[config.mk]
export PLATFORM = sky130hd
export DESIGN_NAME = bsg_gateway_chip_start_sequencer
export DESIGN_NICKNAME = d
export VERILOG_FILES = /design/src/rtl/bsg_gateway_chip_start_sequencer.sv
export SDC_FILE = /design/constraint.sdc
export NUM_CORES = 1
export LEC_CHECK = 0
export CAP_MARGIN = 20
export CORE_MARGIN = 2
export CORE_UTILIZATION = 40
export DETAILED_ROUTE_END_ITERATION = 10
export GPL_TIMING_DRIVEN = 1
export PLACE_DENSITY_LB_ADDON = 0.25
export SLEW_MARGIN = 10
export SYNTH_ARGS = -nofsm -noshare
export SYNTH_HDL_FRONTEND = slang
export SYNTH_SLANG_ARGS = --single-unit
export TNS_END_PERCENT = 5
[constraint.sdc]
create_clock -name clk_i -period 3.5 [get_ports clk_i]
set_clock_uncertainty 0.1 [all_clocks]
set_input_delay 0.875 -clock clk_i [delete_from_list [all_inputs] [get_ports clk_i]]
set_output_delay 0.875 -clock clk_i [all_outputs]
set_load 0.01 [all_outputs]
[src/rtl/bsg_gateway_chip_start_sequencer.sv]
`default_nettype none
// ============================================================================
// Module   : bsg_gateway_chip_start_sequencer
// Brief    : Releases gateway link and core-complex resets in order once
//            tag-trace replay reports done; flags a replay watchdog timeout.
// Revision : 1.0
// ============================================================================
module bsg_gateway_chip_start_sequencer #(
    parameter int sync_stages_p        = 2,
    parameter int link_settle_cycles_p = 32,
    parameter int core_settle_cycles_p = 16,
    parameter int timeout_cycles_p     = 1048576,
    parameter int run_ctr_width_p      = 32
) (
    input  logic                       clk_i,
    input  logic                       reset_i,
    input  logic                       tag_trace_done_i,
    output logic                       link_reset_o,
    output logic                       core_reset_o,
    output logic                       run_o,
    output logic                       timeout_o,
    output logic [2:0]                 state_o,
    output logic [run_ctr_width_p-1:0] run_cycles_o
);

    localparam int c_max_settle = (link_settle_cycles_p > core_settle_cycles_p)
                                ? link_settle_cycles_p : core_settle_cycles_p;
    localparam int c_max_count  = (c_max_settle > timeout_cycles_p)
                                ? c_max_settle : timeout_cycles_p;
    localparam int c_ctr_w      = $clog2(c_max_count + 1);

    localparam logic [c_ctr_w-1:0] c_link_last = c_ctr_w'(link_settle_cycles_p - 1);
    localparam logic [c_ctr_w-1:0] c_core_last = c_ctr_w'(core_settle_cycles_p - 1);
    localparam logic [c_ctr_w-1:0] c_tmo_last  = c_ctr_w'(timeout_cycles_p - 1);
    localparam logic [c_ctr_w-1:0] c_ctr_one   = c_ctr_w'(1);

    localparam logic [2:0] c_st_idle = 3'd0;
    localparam logic [2:0] c_st_link = 3'd1;
    localparam logic [2:0] c_st_core = 3'd2;
    localparam logic [2:0] c_st_run  = 3'd3;
    localparam logic [2:0] c_st_tmo  = 3'd4;

    localparam logic [run_ctr_width_p-1:0] c_run_max = {run_ctr_width_p{1'b1}};
    localparam logic [run_ctr_width_p-1:0] c_run_one = run_ctr_width_p'(1);

    generate
        if (sync_stages_p < 2) begin : g_chk_sync
            $error("sync_stages_p must be at least 2");
        end
        if (link_settle_cycles_p < 1) begin : g_chk_link
            $error("link_settle_cycles_p must be at least 1");
        end
        if (core_settle_cycles_p < 1) begin : g_chk_core
            $error("core_settle_cycles_p must be at least 1");
        end
        if (timeout_cycles_p < 2) begin : g_chk_tmo
            $error("timeout_cycles_p must be at least 2");
        end
        if (run_ctr_width_p < 1) begin : g_chk_run_w
            $error("run_ctr_width_p must be at least 1");
        end
    endgenerate

    logic [sync_stages_p-1:0]   sync_q,       sync_d;
    logic [2:0]                 state_q,      state_d;
    logic [c_ctr_w-1:0]         ctr_q,        ctr_d;
    logic                       link_reset_q, link_reset_d;
    logic                       core_reset_q, core_reset_d;
    logic                       run_q,        run_d;
    logic                       timeout_q,    timeout_d;
    logic [run_ctr_width_p-1:0] run_cycles_q, run_cycles_d;
    logic                       w_done_sync;

    assign w_done_sync = sync_q[sync_stages_p-1];

    always_comb begin
        sync_d = {sync_q[sync_stages_p-2:0], tag_trace_done_i};
    end

    // Done is only sampled in IDLE, so a drop after LINK entry cannot stall the sequence.
    always_comb begin
        state_d = state_q;
        ctr_d   = ctr_q + c_ctr_one;
        case (state_q)
            c_st_idle: begin
                if (w_done_sync) begin
                    state_d = c_st_link;
                end else if (ctr_q == c_tmo_last) begin
                    state_d = c_st_tmo;
                end
            end
            c_st_link: begin
                if (ctr_q == c_link_last) begin
                    state_d = c_st_core;
                end
            end
            c_st_core: begin
                if (ctr_q == c_core_last) begin
                    state_d = c_st_run;
                end
            end
            c_st_run: begin
                ctr_d = '0;
            end
            c_st_tmo: begin
                ctr_d = '0;
            end
            default: begin
                state_d = c_st_idle;
            end
        endcase
        if (state_d != state_q) begin
            ctr_d = '0;
        end
    end

    // Outputs are registered from the next state so they switch with state_o.
    always_comb begin
        link_reset_d = (state_d == c_st_idle) || (state_d == c_st_link) || (state_d == c_st_tmo);
        core_reset_d = (state_d != c_st_run);
        run_d        = (state_d == c_st_run);
        timeout_d    = (state_d == c_st_tmo);
        run_cycles_d = run_cycles_q;
        if ((state_q == c_st_run) && (run_cycles_q != c_run_max)) begin
            run_cycles_d = run_cycles_q + c_run_one;
        end
    end

    always_ff @(posedge clk_i) begin
        if (reset_i) begin
            sync_q       <= '0;
            state_q      <= c_st_idle;
            ctr_q        <= '0;
            link_reset_q <= 1'b1;
            core_reset_q <= 1'b1;
            run_q        <= 1'b0;
            timeout_q    <= 1'b0;
            run_cycles_q <= '0;
        end else begin
            sync_q       <= sync_d;
            state_q      <= state_d;
            ctr_q        <= ctr_d;
            link_reset_q <= link_reset_d;
            core_reset_q <= core_reset_d;
            run_q        <= run_d;
            timeout_q    <= timeout_d;
            run_cycles_q <= run_cycles_d;
        end
    end

    assign link_reset_o = link_reset_q;
    assign core_reset_o = core_reset_q;
    assign run_o        = run_q;
    assign timeout_o    = timeout_q;
    assign state_o      = state_q;
    assign run_cycles_o = run_cycles_q;

endmodule
`default_nettype wire
==> qor.yml <==
clock_tree:
  cts_tree: "yes"
  cts_resized: 0
  cts_htree_levels: 3
  clock-sinks: 62
  clock_latency_ns: 0.34
  cts_root_buf: "clkbuf_8"
  numCtsBuffers: 9
  clk_path_buf_depth: 2
  clkSlewWorstSetupHoldPaths_ns: 0.07
  holdBufCountCts: 0
  post_cts_buffers: 0
global_route:
  grt_pass1_wl_um: 11200
  grtUsageTotal_pct: 16.7
  grt_pass1_vias: 2422
  grt_max_degree: 33
  antenna_found_initial: 0
  grt.overflow.total: 0
place:
  dpl_cell_area_um2: 3470
  hpwl_um: 4440
  gp_congestion: 0.797
  dp_cells: 473
  port_buffers: 41
synthesis:
  yosys-top-cells-area: "dfxtp_1 (42%), nor2_1 (5.7%), xnor2_1 (4.4%), nand2_1 (3.2%), xor2_1 (2.9%)"
  synthArstFlopShare_pct: 0
  synth_top_area_share_pct: 41.7
  yosysUniqueCellTypes: 47
  ys_warn_count: 0
  synthTopCellsByCount: "dfxtp_1 (62), nor2_1 (45), nand2_1 (25), a21oi_1 (16), o21ai_0 (16)"
  synth_top_area_cell: "dfxtp_1"
  netlist_area_um2: 2980
  synth-edff-count: 0
  synth_cells: 344
  synth_nets: 349
  yosysSeqAreaShare_pct: 41.7
  synth.most_common_cell: "dfxtp_1"
  syn_avg_cell_area_um2: 8.65
  ys_ff_latch: 62
  synth_top_flop_cell: "dfxtp_1"
cells_and_area:
  insertedDiodeCount: 0
  final_cells: 488
  design_area_um2: 3620
  drive_above_1_share_pct: 7.71
  syn_to_final_growth_pct: 21.6
  final_nets: 390
  finish.utilization_pct: 50.2
worst_setup_path:
  path_buf_inv: 1
  slowest_delay_ns: 0.61
  r2r_end: "run_cycles_o[8]"
  crit_cells: 1
  crit_chain: "clkdlybuf4s50_1"
  required_ns: 2.52
  cp_top_family: "buffers and inverters"
  critPathCaptureType: "output pin"
  critPathSlowestCell: "clkdlybuf4s50_1"
  path_max_fanout: 9
  rr_worst_depth: 5
  rrSetupSlack_ns: 1.06
  worst_setup_path_start_kind: "register"
  cp.arrival_ns: 1.48
  r2r_start: "run_cycles_o[26]"
  path_class: "reg -> out"
route:
  vias: 2609
  drtPass1Iterations: 4
  totalWireLength_um: 6450
  drc: 0
  routed_via_density: 5.35
  antenna_left: 0
  avgRoutedWirePerCell_um: 13.2
  drt_iter0_drc: 143
power:
  peakVddDrop_mv: 0.170
  power_density_nw_per_um2: 350
  power_leakage_nw: 1.25
min_path:
  min_to: "sync_q[1]"
  hold_depth: 1
  hold_path_class: "reg -> reg"
  hold_start: "sync_q[0]"
sta:
  finalCritPeriodShare_pct: 70.2
  tns_ns: 0
  rsz0062_at_grt: "false"
  relSlewSlack_pct: 48.1
  finalHoldViolCount: 0
  finalSetupViolCount: 0
  report.final.slew_viol_count: 0
  fin_crit_ns: 2.46
  clock.fmax_mhz: 407
  tightest_slew_ns: 0.772
floorplanning:
  fp-row-count: 31
  ios: 42
  initial_core_util_pct: 41.3
  die_h_um: 90.3
  die_w_um: 90.3
  dieArea_um2: 8150
  fp.coreArea_um2: 7210
run:
  cap_viol_max_count: 0
status:
  status: "completed"
cell usage in the layout (no fill, tap or decap), drive strengths merged, types with 4 or more instances in the layout:
cell type / n
o2111ai: 5
and2: 4
nor2: 45
or4: 8
nor4: 11
o31ai: 4
nand2: 25
nand3b: 4
a21oi: 16
o21ai: 17
xnor2: 15
clkdlybuf4s50: 41
o211ai: 4
nand4: 11
inv: 8
dfxtp: 62
clkbuf: 13
or3: 14
and4: 7
nor2b: 10
mux2: 4
and3: 6
nand3: 12
xor2: 10
nor3: 7
final cells by class:
class | count | area [µm²]
clock buffers | 13 | 139
clock inverters | 2 | 10.0
fillers | 721 | 3590
inverters | 8 | 30.0
multi-input cells | 260 | 1640
flip-flops and latches | 62 | 1240
well taps | 99 | 124
repair buffers | 44 | 433
where the power goes:
| part | total [W] | internal [W] | leakage (nW) | switching, W |
|---|---|---|---|---|
| registers | 0.000717 | 0.000711 | 0.500 | 0.00000602 |
| logic | 0.0000350 | 0.0000130 | 0.674 | 0.0000220 |
| clock network | 0.000513 | 0.000252 | 0.0773 | 0.000262 |
| total | 0.00127 | 0.000976 | 1.25 | 0.000290 |
worst max path at each step:
stage | from | to
finish | state_o[1] | state_o[1]
CTS | state_o[1] | state_o[1]
global route | run_cycles_o[18] | run_cycles_o[8]
floorplan | run_cycles_o[0] | run_cycles_o[15]
detailed placement | reset_i | ctr_q[13]
global placement | reset_i | ctr_q[17]
sequential cells by signal (all words and copies together) (netlist names):
signal	count
link_reset_o	1
run_cycles_o	32
timeout_o	1
sync_q	2
state_o	3
ctr_q	21
core_reset_o	1
run_o	1
cell families (layout without fill, tap and decap cells):
| kind of cell | Yosys count | count (layout) | share of synthesized area (%) |
|---|---|---|---|
| buf+inv | 22 | 67 | 3.07 |
| simple gates | 172 | 172 | 33.3 |
| flops | 62 | 62 | 41.7 |
| fa+ha+maj | 2 | 2 | 0.841 |
| compound gates | 57 | 57 | 12.2 |
| xor+xnor | 25 | 25 | 7.36 |
| mux | 4 | 4 | 1.51 |
worst register-to-register path: stages, from the launching register on:
cell	delay, ns
dfxtp_1	0.42
nand4_2	0.16
or3_1	0.52
nor4_4	0.70
nor4b_1	0.14
mux2_2	0.30
metrics by stage:
stage / hold slack, ns / total power, W / setup WS, ns
global placement: 0.322 / 0.000768 / 0.714
detailed placement: 0.327 / 0.000768 / 0.693
floorplan: 0.314 / 0.000758 / 1.47
finish: 0.350 / 0.00127 / 1.04
CTS: 0.343 / 0.00128 / 1.03
global route: 0.365 / 0.00131 / 0.855
layer usage:
layer	up-vias	track usage [%]	part of all wire, %
met5	-	0	0
met2	56	24.2	42
met3	11	4.01	4.8
met1	1215	23.2	52
li1	1327	-	-
met4	0	8.46	1.8
(Power assumes the default switching activity.)
==> RTL edit: new RTL, config.mk and constraints unchanged <==
Reset style: asynchronous (`reset_i`), changed in one clocked block.
--- a/src/rtl/bsg_gateway_chip_start_sequencer.sv
+++ b/src/rtl/bsg_gateway_chip_start_sequencer.sv
@@ -126,7 +126,7 @@
         end
     end
 
-    always_ff @(posedge clk_i) begin
+    always_ff @(posedge clk_i or posedge reset_i) begin
         if (reset_i) begin
             sync_q       <= '0;
             state_q      <= c_st_idle;
Function: differs if reset_i is asserted again (counterexample within 4 cycles, from zero or initial values and one cycle with reset_i high); with reset_i held inactive, the same outputs for 10 cycles.
==> RTL edit against the original RTL <==
  * Final area rose by 2.5%
  * Setup slack got worse by 68 ps
  * Wire length fell by 9.4%
  * Area after synthesis rose by 0.59%
  * Non-clock buffer count fell by 2
  * Core utilization rose by 0.96 points
  * Via count fell by 16%
  * Critical path type unchanged
  * Count of clock-buffer cells in the layout did not move
  * Sequential cell count did not move
  * Hold slack got worse by 95 ps
  * Critical endpoint is now state_o[0]
Power is not compared: it rests on default switching activity, and its combinational part moved more than twofold at a synthesized area within 25%.
==> RTL edit: results (changes against the original RTL) <==
- Worst setup startpoint: state_o[0] (was state_o[1])
- Worst Tran Pin Value: 747.5 ps (was 772.0 ps)
- Reg2reg start: ctr_q[0] (was run_cycles_o[26])
- Status: completed (unchanged)
- Initial antenna violation count: 0 (unchanged)
- Place WS: 1170 ps (was 693.0 ps)
- DR iter-0 viols: 92 (was 143)
- Adder-Cell Fraction of Synth Area: 0.008358 (was 0.008407)
- YS warnings: 0 (unchanged)
- Largest cells by area after synthesis: dfrtp_1, xnor2_1, xor2_1 (was dfxtp_1, nor2_1, xnor2_1)
- Clock Latency Late Sink: approximately 330 ps
- Worst hold path type: reg2reg (unchanged)
- Max VDD drop: about 0.00032 V
- Vias: 2186 (was 2609)
- Largest net degree at the start of global routing: 35 (was 33)
- Hold_sp: sync_q[0] (unchanged)
- Placed insts: 414 (was 473)
- Compound-gate portion of the synthesized area: 0.03677 (was 0.1223)
- Async SR Flop Fraction: 1.000 (was 0)
- Share of cells above drive strength 1: 0.09063 (was 0.07712)
- Leak: between 1.5 and 2 nW
- CTS buffer count: 9 (unchanged)
- Via density: 5.084 (was 5.346)
- CP top delay family: buffers and inverters (unchanged)
- Tot GR Track Use: 0.1502 (was 0.1671)
- Most used DFF post-synth: dfrtp_1 (was dfxtp_1)
- Post-Synth XOR/XNOR Area: 0.1404 (was 0.07356)
- Crit path DAT: 1550 ps (was 1480 ps)
- First-pass DRT Iterations: 4 (unchanged)
- CP max stage cell: clkdlybuf4s50_1 (unchanged)
- Post-synth cell types: 42 (was 47)
- Post-DP HPWL: 4057 um (was 4441 um)
- Post-synthesis mux area share: 0.005015 (was 0.01513)
- H-Tree Depth: 3 (unchanged)
- DP Area: 3493 um2 (was 3472 um2)
- Most common library cells after synthesis: dfrtp_1, nor2_1, xnor2_1, xor2_1, nand3_1 (was dfxtp_1, nor2_1, nand2_1, a21oi_1, o21ai_0)
- CTS Root Cell: clkbuf_8 (unchanged)
- Vias in the first global route: 2087 (was 2422)
- Resized Gates After CTS: 0 (unchanged)
- Max clock buf depth: 2 (unchanged)
- Maximum fanout along the worst path: 13 (was 9)
- GPL Wtd Cong: 0.8140 (was 0.7973)
- Register area share after synthesis: 0.5190 (was 0.4170)
- Max FFs per register: 32 (unchanged)
- Routed WL: 5843 um (was 6448 um)
- First-pass GRT wire length: 10110 um (was 11210 um)
- Nets: 331 (was 390)
- Cell count after synthesis: 282 (was 344)
- Syn Nets: 287 (was 349)
==> RTL edit: per-layer routing <==
metal,share of wire,global-route usage
met3,0.039,0.03673
met2,0.47,0.2345
met1,0.49,0.2086
met5,0,0
met4,0.0050,0.04231
==> RTL edit: path summary, 6_finish.rpt <==
path                       slack, ps          endpoint  depth (start not counted)
max                              970        state_o[0]                          1
max reg2reg                     1190          ctr_q[5]                          6
max in group asynchronous       1780      link_reset_o                          3
min in group asynchronous        850  run_cycles_o[18]                          2
min reg2reg                      250         sync_q[1]                          0
min                              250         sync_q[1]                          0
==> RTL edit: cell type report <==
cell class	count	area, um2
fillers	656	3543
flip-flops and latches	62	1554
multi-input cells	208	1374
repair buffers	42	430.4
clock buffers	13	148.9
well taps	99	123.9
clock inverters	3	67.56
inverters	3	11.26
==> RTL edit: report_power, final <==
part	total [mW]	internal, mW	switching (mW)	leakage, nW
Combinational	0.362	0.168	0.194	0.634
Sequential	0.884	0.788	0.0960	0.839
Clock	0.701	0.422	0.278	0.104
Total	1.95	1.38	0.569	1.58
